### src/rtl/spi_pkg.sv
// Shared SPI definitions: FSM state encoding and default word/clock geometry.
// Latency: n/a (declarations only).
// Backpressure: n/a.
package spi_pkg;

    localparam int SPI_WORD_W    = 16;
    localparam int SPI_SCLK_HALF = 2;

    typedef enum logic [2:0] {
        IDLE     = 3'd0,
        CS_SETUP = 3'd1,
        SHIFT    = 3'd2,
        CS_HOLD  = 3'd3,
        GAP      = 3'd4
    } spi_state_t;

endpackage

### src/rtl/spi_sclk_gen.sv
// SCLK generator: half-period counter, registered SCLK, one-cycle rise/fall enables.
// Latency: SCLK goes high on the edge where load is asserted; toggles every SCLK_HALF cycles while run.
// Backpressure: none; driven purely by the FSM's load/run qualifiers.
// Ports: clk/rst; load (next cycle is the first SHIFT cycle), run (next cycle stays in SHIFT);
//        sclk (registered SPI clock), rise_en/fall_en (high in the cycle whose closing edge moves sclk 0->1 / 1->0).
module spi_sclk_gen #(
    parameter int SCLK_HALF = 2
) (
    input  logic clk,
    input  logic rst,
    input  logic load,
    input  logic run,
    output logic sclk,
    output logic rise_en,
    output logic fall_en
);

    localparam int HW = (SCLK_HALF > 1) ? $clog2(SCLK_HALF) : 1;

    logic [HW-1:0] hcnt_q, hcnt_d;
    logic          sclk_q, sclk_d;

    always_comb begin
        hcnt_d  = hcnt_q;
        sclk_d  = sclk_q;
        rise_en = 1'b0;
        fall_en = 1'b0;
        if (load) begin
            // First edge of a word is always a rise.
            sclk_d  = 1'b1;
            hcnt_d  = HW'(SCLK_HALF - 1);
            rise_en = 1'b1;
        end else if (run) begin
            if (hcnt_q == '0) begin
                sclk_d  = ~sclk_q;
                hcnt_d  = HW'(SCLK_HALF - 1);
                rise_en = ~sclk_q;
                fall_en = sclk_q;
            end else begin
                hcnt_d = hcnt_q - HW'(1);
            end
        end else begin
            // Outside SHIFT the clock parks low.
            sclk_d = 1'b0;
            hcnt_d = '0;
        end
    end

    always_ff @(posedge clk or posedge rst) begin
        if (rst) begin
            hcnt_q <= '0;
            sclk_q <= 1'b0;
        end else begin
            hcnt_q <= hcnt_d;
            sclk_q <= sclk_d;
        end
    end

    assign sclk = sclk_q;

endmodule

### src/rtl/spi_sensor_master.sv
// SPI mode-0 frame engine: on start runs num_words back-to-back WORD_W-bit transfers, strobes each rx word.
// Latency: CS_b falls 1 cycle after start; word period 2*SCLK_HALF + 2*WORD_W*SCLK_HALF + CS_GAP cycles.
// Backpressure: none; rx_valid is a fire-and-forget strobe, start while busy is dropped.
// Ports: clk/reset; start, num_words, cmd_word (host control); MISO_from_sensor, MOSI_to_sensor,
//        SCLK_wire, CS_b_wire (sensor pins); sample_CLK_out (word-0 marker); rx_word/rx_valid;
//        word_idx, busy, done (status).
module spi_sensor_master
    import spi_pkg::*;
#(
    parameter int WORD_W    = SPI_WORD_W,
    parameter int SCLK_HALF = SPI_SCLK_HALF,
    parameter int CS_GAP    = 4,
    parameter int CNT_W     = 6
) (
    input  logic              clk,
    input  logic              reset,
    input  logic              start,
    input  logic [CNT_W-1:0]  num_words,
    input  logic [WORD_W-1:0] cmd_word,
    input  logic              MISO_from_sensor,
    output logic              MOSI_to_sensor,
    output logic              SCLK_wire,
    output logic              CS_b_wire,
    output logic              sample_CLK_out,
    output logic [WORD_W-1:0] rx_word,
    output logic              rx_valid,
    output logic [CNT_W-1:0]  word_idx,
    output logic              busy,
    output logic              done
);

    localparam int SHIFT_LEN = 2 * WORD_W * SCLK_HALF;
    localparam int CW        = $clog2(SHIFT_LEN + CS_GAP + SCLK_HALF);

    spi_state_t        state_q, state_d;
    logic [CW-1:0]     cnt_q, cnt_d;
    logic [CNT_W-1:0]  words_q, words_d;
    logic [CNT_W-1:0]  idx_q, idx_d;
    logic [WORD_W-1:0] tx_q, tx_d;
    logic [WORD_W-1:0] rx_sh_q, rx_sh_d;
    logic [WORD_W-1:0] rx_word_q, rx_word_d;
    logic              rx_valid_q, rx_valid_d;
    logic              done_q, done_d;
    logic              busy_q, busy_d;
    logic              cs_b_q, cs_b_d;
    logic              mosi_q, mosi_d;
    logic              sample_q, sample_d;

    logic sclk_load, sclk_run, sclk_rise, sclk_fall;

    // SCLK starts on the edge leaving CS_SETUP and keeps running until the last SHIFT cycle.
    assign sclk_load = (state_q == CS_SETUP) && (cnt_q == '0);
    assign sclk_run  = (state_q == SHIFT) && (cnt_q != '0);

    spi_sclk_gen #(
        .SCLK_HALF (SCLK_HALF)
    ) u_sclk_gen (
        .clk     (clk),
        .rst     (reset),
        .load    (sclk_load),
        .run     (sclk_run),
        .sclk    (SCLK_wire),
        .rise_en (sclk_rise),
        .fall_en (sclk_fall)
    );

    always_comb begin
        state_d    = state_q;
        cnt_d      = cnt_q;
        words_d    = words_q;
        idx_d      = idx_q;
        tx_d       = tx_q;
        rx_sh_d    = rx_sh_q;
        rx_word_d  = rx_word_q;
        rx_valid_d = 1'b0;
        done_d     = 1'b0;
        busy_d     = busy_q;
        cs_b_d     = cs_b_q;
        mosi_d     = mosi_q;
        sample_d   = sample_q;

        case (state_q)
            IDLE: begin
                if (start && (num_words != '0)) begin
                    state_d  = CS_SETUP;
                    cnt_d    = CW'(SCLK_HALF - 1);
                    words_d  = num_words;
                    idx_d    = '0;
                    tx_d     = cmd_word;
                    mosi_d   = cmd_word[WORD_W-1];
                    cs_b_d   = 1'b0;
                    busy_d   = 1'b1;
                    sample_d = 1'b1;
                end
            end
            CS_SETUP: begin
                if (cnt_q == '0) begin
                    state_d = SHIFT;
                    cnt_d   = CW'(SHIFT_LEN - 1);
                end else begin
                    cnt_d = cnt_q - CW'(1);
                end
            end
            SHIFT: begin
                if (cnt_q == '0) begin
                    state_d = CS_HOLD;
                    cnt_d   = CW'(SCLK_HALF - 1);
                end else begin
                    cnt_d = cnt_q - CW'(1);
                end
            end
            CS_HOLD: begin
                if (cnt_q == '0) begin
                    // Entering GAP: release CS and publish the completed word.
                    state_d    = GAP;
                    cnt_d      = CW'(CS_GAP - 1);
                    cs_b_d     = 1'b1;
                    mosi_d     = 1'b0;
                    rx_word_d  = rx_sh_q;
                    rx_valid_d = 1'b1;
                    sample_d   = 1'b0;
                end else begin
                    cnt_d = cnt_q - CW'(1);
                end
            end
            GAP: begin
                if (cnt_q == '0) begin
                    if (idx_q == (words_q - CNT_W'(1))) begin
                        state_d = IDLE;
                        done_d  = 1'b1;
                        busy_d  = 1'b0;
                    end else begin
                        state_d = CS_SETUP;
                        cnt_d   = CW'(SCLK_HALF - 1);
                        idx_d   = idx_q + CNT_W'(1);
                        tx_d    = cmd_word;
                        mosi_d  = cmd_word[WORD_W-1];
                        cs_b_d  = 1'b0;
                    end
                end else begin
                    cnt_d = cnt_q - CW'(1);
                end
            end
            default: begin
                state_d = IDLE;
            end
        endcase

        // Mode 0: sample MISO as SCLK rises, present the next MOSI bit as it falls.
        if (sclk_rise) begin
            rx_sh_d = {rx_sh_q[WORD_W-2:0], MISO_from_sensor};
        end
        if (sclk_fall) begin
            mosi_d = tx_q[WORD_W-2];
            tx_d   = tx_q << 1;
        end
    end

    always_ff @(posedge clk or posedge reset) begin
        if (reset) begin
            state_q    <= IDLE;
            cnt_q      <= '0;
            words_q    <= '0;
            idx_q      <= '0;
            tx_q       <= '0;
            rx_sh_q    <= '0;
            rx_word_q  <= '0;
            rx_valid_q <= 1'b0;
            done_q     <= 1'b0;
            busy_q     <= 1'b0;
            cs_b_q     <= 1'b1;
            mosi_q     <= 1'b0;
            sample_q   <= 1'b0;
        end else begin
            state_q    <= state_d;
            cnt_q      <= cnt_d;
            words_q    <= words_d;
            idx_q      <= idx_d;
            tx_q       <= tx_d;
            rx_sh_q    <= rx_sh_d;
            rx_word_q  <= rx_word_d;
            rx_valid_q <= rx_valid_d;
            done_q     <= done_d;
            busy_q     <= busy_d;
            cs_b_q     <= cs_b_d;
            mosi_q     <= mosi_d;
            sample_q   <= sample_d;
        end
    end

    assign MOSI_to_sensor = mosi_q;
    assign CS_b_wire      = cs_b_q;
    assign sample_CLK_out = sample_q;
    assign rx_word        = rx_word_q;
    assign rx_valid       = rx_valid_q;
    assign word_idx       = idx_q;
    assign busy           = busy_q;
    assign done           = done_q;

endmodule

### config.mk
export PLATFORM = sky130hd
export DESIGN_NAME = spi_sensor_master
export DESIGN_NICKNAME = d
export VERILOG_FILES = /design/src/rtl/spi_pkg.sv /design/src/rtl/spi_sclk_gen.sv /design/src/rtl/spi_sensor_master.sv
export SDC_FILE = /design/constraint.sdc
export NUM_CORES = 1
export LEC_CHECK = 0
export CAP_MARGIN = 20
export CELL_PAD_IN_SITES_DETAIL_PLACEMENT = 1
export CELL_PAD_IN_SITES_GLOBAL_PLACEMENT = 1
export CORE_AREA = 4 4 128 130
export DETAILED_ROUTE_END_ITERATION = 6
export DIE_AREA = 0 0 132 134
export PLACE_DENSITY_LB_ADDON = 0.1
export SYNTH_ARGS = -nofsm -noshare
export SYNTH_HDL_FRONTEND = slang
export SYNTH_HIERARCHICAL = 1
export SYNTH_SLANG_ARGS = --single-unit
### constraint.sdc
create_clock -name clk -period 9 [get_ports clk]
set_clock_uncertainty 0.2 [all_clocks]
set_input_delay 1.8 -clock clk [delete_from_list [all_inputs] [get_ports clk]]
set_output_delay 1.8 -clock clk [all_outputs]
set_load 0.01 [all_outputs]
After elaboration in Yosys (flattened, before gate mapping) --
Cells that the tools add are included.
Storage, ports and cells: input bits 26, output and inout port bits 29, bits in registers 77
Cells by class: reduce and logical (&&, ||, !) cells 23, equal/unequal tests 18, multiplexer cells 56, bitwise gates (word level) 1, add/sub/neg operators 4
Operators with widths (number):
- $mux W15 | 4
- $mux W7 | 6
- $pmux W7 S5 | 1
- $mux W1 | 30
- $pmux W15 S2 | 1
- $mux W6 | 3
- $ne A3 B3 Y1 const B | 6
- $mux W3 | 5
- $pmux W3 S5 | 1
- $reduce_and A5 Y1 | 3
- $pmux W6 S2 | 1
- $reduce_and A4 Y1 | 3
- $ne A2 B2 Y1 const B | 5
- $logic_not A7 Y1 | 1
- $reduce_bool A7 Y1 | 1
- $sub A7 B1 Y7 const B | 1
- $add A6 B1 Y6 const B | 1
- $eq A3 B2 Y1 const B | 2
- $eq A6 B6 Y1 | 1
- $pmux W1 S3 | 2
- $reduce_and A3 Y1 | 2
- $reduce_bool A3 Y1 | 2
- $reduce_bool A6 Y1 | 1
- $sub A6 B1 Y6 const B | 1
- 12 further kinds | 18

Longest topological paths before layout --
Gate-level depths: netlist of the first run.
word-level depth 6, depth in mapped cells 11, gate-level depth less buffers 9

By module --
Netlist of the first run, hierarchy kept.
Modules (own cells, without submodules):
- spi_sensor_master | sequential area each 1878.1 sq um, area each 3613.5 sq um, times used 1, cells an instance 343
- spi_sclk_gen | sequential area each 50.0 sq um, area each 110.1 sq um, times used 1, cells an instance 9

Worst setup path before layout of the first run --
No wires, ideal clock.
kind input -> register, start in num_words[1], end reg tx_q[10], setup slack 5342 ps, buffers on the path 1, cell stages on the path 7, arrival 3333 ps, cell sequence nor4_1 a2111o_1 o21ai_4 o31ai_4 buf_6 mux2_4 mux2_2
Between the ends: longest elaborated chain between the ends 4
Ends and longest elaborated chain:
- start: declaration | RTL line spi_sensor_master.sv:18 | input logic [CNT_W-1:0] num_words,
- $reduce_bool A6 Y1 | RTL line spi_sensor_master.sv:84 | if (start && (num_words != '0)) begin
- $logic_and A1 B1 Y1 | RTL line spi_sensor_master.sv:84
- $ne A3 B3 Y1 (no source line)
- $reduce_and A4 Y1 (no source line)
- end signal: assignment | RTL line spi_sensor_master.sv:179 | tx_q <= tx_d;
- end: declaration | RTL line spi_sensor_master.sv:39 | logic [WORD_W-1:0] tx_q, tx_d;
Every way passes these cells. A chain may end at the register's enable or synchronous reset.

Worst setup path after layout of the first run --
start in num_words[1], end reg tx_q[14]
The elaborated chain is that of the path after synthesis.

==> results of run 1 <==
## worst max-delay path, stage by stage
cell and delay, ps:
clkdlybuf4s50_1 430, nor4_1 380, a2111o_1 350, o21ai_4 100
o31ai_4 60, buf_4 410, mux2_2 380, mux2_2 260
## flip-flops by register name, summed over array words and instances (netlist names)
| signal | count |
|---|---|
| word_idx | 6 |
| u_sclk_gen/hcnt_q | 1 |
| MOSI_to_sensor | 1 |
| done | 1 |
| rx_word | 16 |
| u_sclk_gen/sclk | 1 |
| busy | 1 |
| sample_CLK_out | 1 |
| state_q | 3 |
| rx_valid | 1 |
| rx_sh_q | 16 |
| CS_b_wire | 1 |
| tx_q | 15 |
| cnt_q | 7 |
| words_q | 6 |
## cell families after synthesis
kind of cell    share of synthesized area (%)
compound gates                           8.87
xor+xnor                                 2.12
fa+ha+maj                                1.34
buf+inv                                  3.83
flops                                    51.8
mux                                      14.8
simple gates                             17.3
## routing by layer
layer | vias up | track usage, % | wire length (um)
met3 | 13 | 3.68 | 361
met5 | - | 0 | 0
met4 | 0 | 4.38 | 159
li1 | 1326 | - | -
met2 | 40 | 18.3 | 4410
met1 | 1363 | 13.8 | 4240
## cell usage in the layout, fill, tap and decap left out, types with 6 or more instances in the layout
cell	n
inv_1	14
o21ai_0	19
buf_4	6
nand2_1	76
clkbuf_16	9
nand3_1	7
nor3_1	8
clkdlybuf4s50_1	54
or3_1	7
mux2_2	32
dfrtp_1	76
xnor2_1	6
mux2_4	12
nor2_1	16
a21oi_1	9
## layout make-up
type	instances	share of cell area, %
clock inverters	6	2.77
multi-input cells	243	34.3
flip-flops and latches	77	40.0
clock buffers	10	4.75
inverters	16	1.24
well taps	188	4.88
repair buffers	60	12.1
## report_power, final
part	total [uW]	leakage (uW)	internal [uW]	switching, uW
logic	398	0.00102	218	180
clock network	445	0.000177	300	146
registers	513	0.00100	436	77.5
total	1360	0.00220	953	404
## cells in the mapped netlist, types with 2 or more instances
| library cell | count |
|---|---|
| nor4_1 | 5 |
| inv_1 | 15 |
| o21ai_0 | 19 |
| buf_6 | 3 |
| a21oi_1 | 9 |
| clkbuf_1 | 12 |
| nor2_1 | 16 |
| a31oi_1 | 3 |
| dfrtp_1 | 76 |
| o211ai_1 | 2 |
| a31o_2 | 2 |
| nand3_1 | 7 |
| xor2_1 | 3 |
| nand4b_1 | 2 |
| xnor2_1 | 6 |
| nand2_1 | 76 |
| nor2b_1 | 3 |
| ha_1 | 4 |
| nor3_1 | 8 |
| or3_1 | 7 |
| mux2_2 | 32 |
| a21o_1 | 2 |
| mux2_4 | 12 |
## metrics by stage
stage | hold WS (ps) | power [uW]
3_3_place_gp | 262 | 911
3_5_place_dp | 253 | 925
2_1_floorplan | 235 | 807
5_1_grt | 300 | 1460
6_report | 262 | 1360
4_1_cts | 268 | 1390
## worst paths after layout
path                                       start                     endpoint  slack, ps  depth (start not counted)
setup reg to reg            cnt_q[0]$_DFFE_PP0P_      rx_word[11]$_DFFE_PP0P_       5510                          8
hold reg to reg            CS_b_wire$_DFFE_PP1P_        CS_b_wire$_DFFE_PP1P_        260                          2
setup / recovery                    num_words[1]         tx_q[14]$_DFFE_PP0P_       4830                          8
hold / removal             CS_b_wire$_DFFE_PP1P_        CS_b_wire$_DFFE_PP1P_        260                          2
max in group asynchronous                  reset      word_idx[4]$_DFFE_PP0P_       5870                          3
min in group asynchronous                  reset  u_sclk_gen/sclk$_DFFE_PP0P_       1480                          2
==> flow_summary.ini, run 1 <==
[outcome]
status = completed

[global_route]
grt_pass1_vias = 3050
grt_max_degree = 55
antenna_found_initial = 0
overflow = 0
grt_pass1_wl_um = 15900
grt_use_total_pct = 11.2

[cells_and_area]
fillers = 1681
final_cells = 600
drive_gt1_share_pct = 18.7
insertedDiodeCount = 0
stdcell_area_mm2 = 0.00482
multi_input_area_mm2 = 0.00165
area_growth_pct = 29.6
regArea_mm2 = 0.00193
fin_util_pct = 31.9
nNetsFinal = 437

[timing]
fmax_mhz = 240
fin_tns_setup_ps = 0
slew_headroom_pct = 39.5
setup_ws_ps = 4830
hold_viol_final = 0
min_period_ps = 4170
finalMaxSlewViolations = 0
rsz0062_at_grt = no
setup-violations-final = 0
fin_crit_sh_pct = 46.3
worst_pin_slew_ps = 904

[synthesis]
yosys_warnings = 6
synth.largest_area_cell = dfrtp_1
syn_nets = 382
yosys_register_bits = 77
synth_edf_count = 0
synth_seq_area_share_pct = 51.8
yosys.cell_types.count = 51
syn_area_per_cell_um2 = 10.6
syn_area_mm2 = 0.00372
synth_cells = 352
ys_async_sr_fraction_pct = 100
yosys_most_used_dff = dfrtp_1
synth_top_area_share_pct = 51.1
synth.area.top_cells = dfrtp_1 51%, mux2_2 9.7%, nand2_1 7.7%

[floorplan]
start_util_pct = 24.6
die-area_mm2 = 0.0177
rows = 45
die_y_um = 134
core_mm2 = 0.0151
io_pins = 55
die_x_um = 132

[routing]
drtPass1Iterations = 4
wl_um = 9170
drc = 0
via_per_inst = 4.57
via_count = 2742
drt_first_iter_violations = 113
post_drt_wl_per_cell_um = 15.3
ant_nets = 0

[cts]
post_cts_buffers = 0
cts_resized = 0
cts_tree = yes
clock_sinks = 77
cts_root_buffer = clkbuf_16
htreeDepth = 3
cts_made_buffers = 9
holdBufCountCts = 0
clock_latency_ps = 340
worst_setup_hold_path_clk_slew_ps = 60
cts_buffer_depth = 2

[power]
vdd_drop_max_uv = 157
total_leakage_power_uw = 0.00220
p_per_area_mw_per_mm2 = 281

[placement]
dp_slack_ps = 4470
place_congestion = 0.719
place_inst = 584
port-buffer-count = 54
placed_cell_area_mm2 = 0.00446
place_hpwl_um = 6380

[run]
cap_violations = 0

[setup_path]
path_class = in2reg
cp-start-kind = primary input
critPathRequiredTime_ps = 9020
end_kind = register
worstPathMaxFanout = 31
crit_arrival_ps = 4190

[worst_hold_path]
hold_class = reg2reg
No activity file was read; power rests on OpenSTA's default activity.
==> run 2: changes to the inputs <==
clock period = 4 ns   (was 9 ns; I/O delays follow)
==> flow_summary.ini, run 2 (synthesis gave the netlist of run 1 again) <==
[outcome]
status = completed

[setup_path]
r2r_cells = 9
crit_arrival_ps = 3520
reg2reg_to = tx_q[2]$_DFFE_PP0P_
r2r_start = words_q[0]$_DFFE_PP0P_
critPathRequiredTime_ps = 4020
worstPathMaxFanout = 16
rrSetupSlack_ps = 500
path_class = reg2reg
cp-start-kind = register
end_kind = register

[worst_hold_path]
hold_class = reg2reg
worstHoldStart = rx_sh_q[15]$_DFFE_PP0P_
min_to = rx_word[15]$_DFFE_PP0P_
min_path_cells = 2

[floorplan]
die_x_um = 132
rows = 45
die-area_mm2 = 0.0177
die_y_um = 134
io_pins = 55
core_mm2 = 0.0151
start_util_pct = 24.6

[routing]
ant_nets = 0
drc = 0
via_per_inst = 4.51
via_count = 2723
drtPass1Iterations = 4
drt_first_iter_violations = 140
post_drt_wl_per_cell_um = 15.3
wl_um = 9270

[cts]
cts_tree = yes
cts_made_buffers = 9
worst_setup_hold_path_clk_slew_ps = 60
clock_sinks = 77
cts_buffer_depth = 2
cts_resized = 0
cts_root_buffer = clkbuf_16
post_cts_buffers = 0
holdBufCountCts = 0
clock_latency_ps = 330
htreeDepth = 3

[cells_and_area]
area_growth_pct = 28.3
fillers = 1686
insertedDiodeCount = 0
drive_gt1_share_pct = 19.5
final_cells = 604
final_cell_mix = 76 x dfrtp_1, 76 x nand2_1, 54 x clkdlybuf4s50_1
nNetsFinal = 442

[placement]
place_hpwl_um = 6530
port-buffer-count = 54
place_inst = 589
dp_slack_ps = 470
place_congestion = 0.747

[global_route]
grt_max_degree = 42
grt_pass1_wl_um = 16200
grt.busiest_layer = met2
grt_use_total_pct = 11.3
met3_usage_pct = 2.74
grt_pass1_vias = 3114
grtUsageMet2_pct = 18.4
antenna_found_initial = 0
overflow = 0
grt_util_met1_pct = 14.6

[timing]
min_period_ps = 3500
setup-violations-final = 0
hold_viol_final = 0
worst_pin_slew_ps = 996
finalMaxSlewViolations = 0
fmax_mhz = 285
rsz0062_at_grt = no
fin_crit_sh_pct = 87.6
slew_headroom_pct = 33.6
setup_ws_ps = 497
fin_tns_setup_ps = 0
holdWs_ps = 264

[run]
cap_violations = 0

[power]
p_per_area_mw_per_mm2 = 587
vdd_drop_max_uv = 199
total_leakage_power_uw = 0.00218
==> run 2: changes by cell type in the layout (fill, tap and decap cells not counted) <==
cell,before,now
buf_4,6,10
bufinv_16,4,0
clkinvlp_4,0,2
buf_12,0,1
clkinv_4,0,1
==> run 2: per-layer routing <==
metal | up-vias | part of all wire [%]
met5 | - | 0
met4 | 0 | 1.7
met3 | 10 | 3.2
met2 | 38 | 47
met1 | 1346 | 48
li1 | 1329 | -
==> run 2: worst max path at each step <==
stage | from | to | slack [ps] | cells past startpoint
after floorplan | cnt_q[0]$_DFFE_PP0P_ | rx_sh_q[0]$_DFFE_PP0P_ | 770 | 9
after global placement | words_q[0]$_DFFE_PP0P_ | tx_q[12]$_DFFE_PP0P_ | 550 | 9
after detailed placement | words_q[0]$_DFFE_PP0P_ | tx_q[2]$_DFFE_PP0P_ | 470 | 9
after CTS | words_q[0]$_DFFE_PP0P_ | tx_q[11]$_DFFE_PP0P_ | 460 | 9
after global routing | words_q[0]$_DFFE_PP0P_ | tx_q[2]$_DFFE_PP0P_ | 300 | 9
final | words_q[0]$_DFFE_PP0P_ | tx_q[2]$_DFFE_PP0P_ | 500 | 9
==> run 2: stage by stage <==
step,util [%],area (um2),power (uW)
floorplan,-,3720,1820
CTS,31.5,4780,2870
detailed placement,29.8,4510,2090
finish,31.5,4780,2800
global route,31.5,4780,3040
global placement,29.8,4510,2070
==> run 2: layout make-up <==
class	count	area, um2	area share [%]
Sequential cell	77	1930	40.4
Inverter	16	60.1	1.26
Clock inverter	5	37.5	0.786
Timing Repair Buffer	65	636	13.3
Tap cell	188	235	4.92
Clock buffer	10	229	4.79
Multi-Input combinational cell	243	1650	34.6
==> run 2: power breakdown <==
group	total, uW	internal (uW)	switching [uW]
Clock	747	419	328
Combinational	909	500	409
Sequential	1150	980	167
Total	2800	1900	904
==> run 2: critical path, cell delays in order (launching register included) <==
cell	delay, ps
dfrtp_1	390
inv_1	70
ha_1	240
nor2b_1	140
or3_1	350
a31o_2	280
o31ai_4	840
buf_4	290
mux2_4	310
mux2_2	260
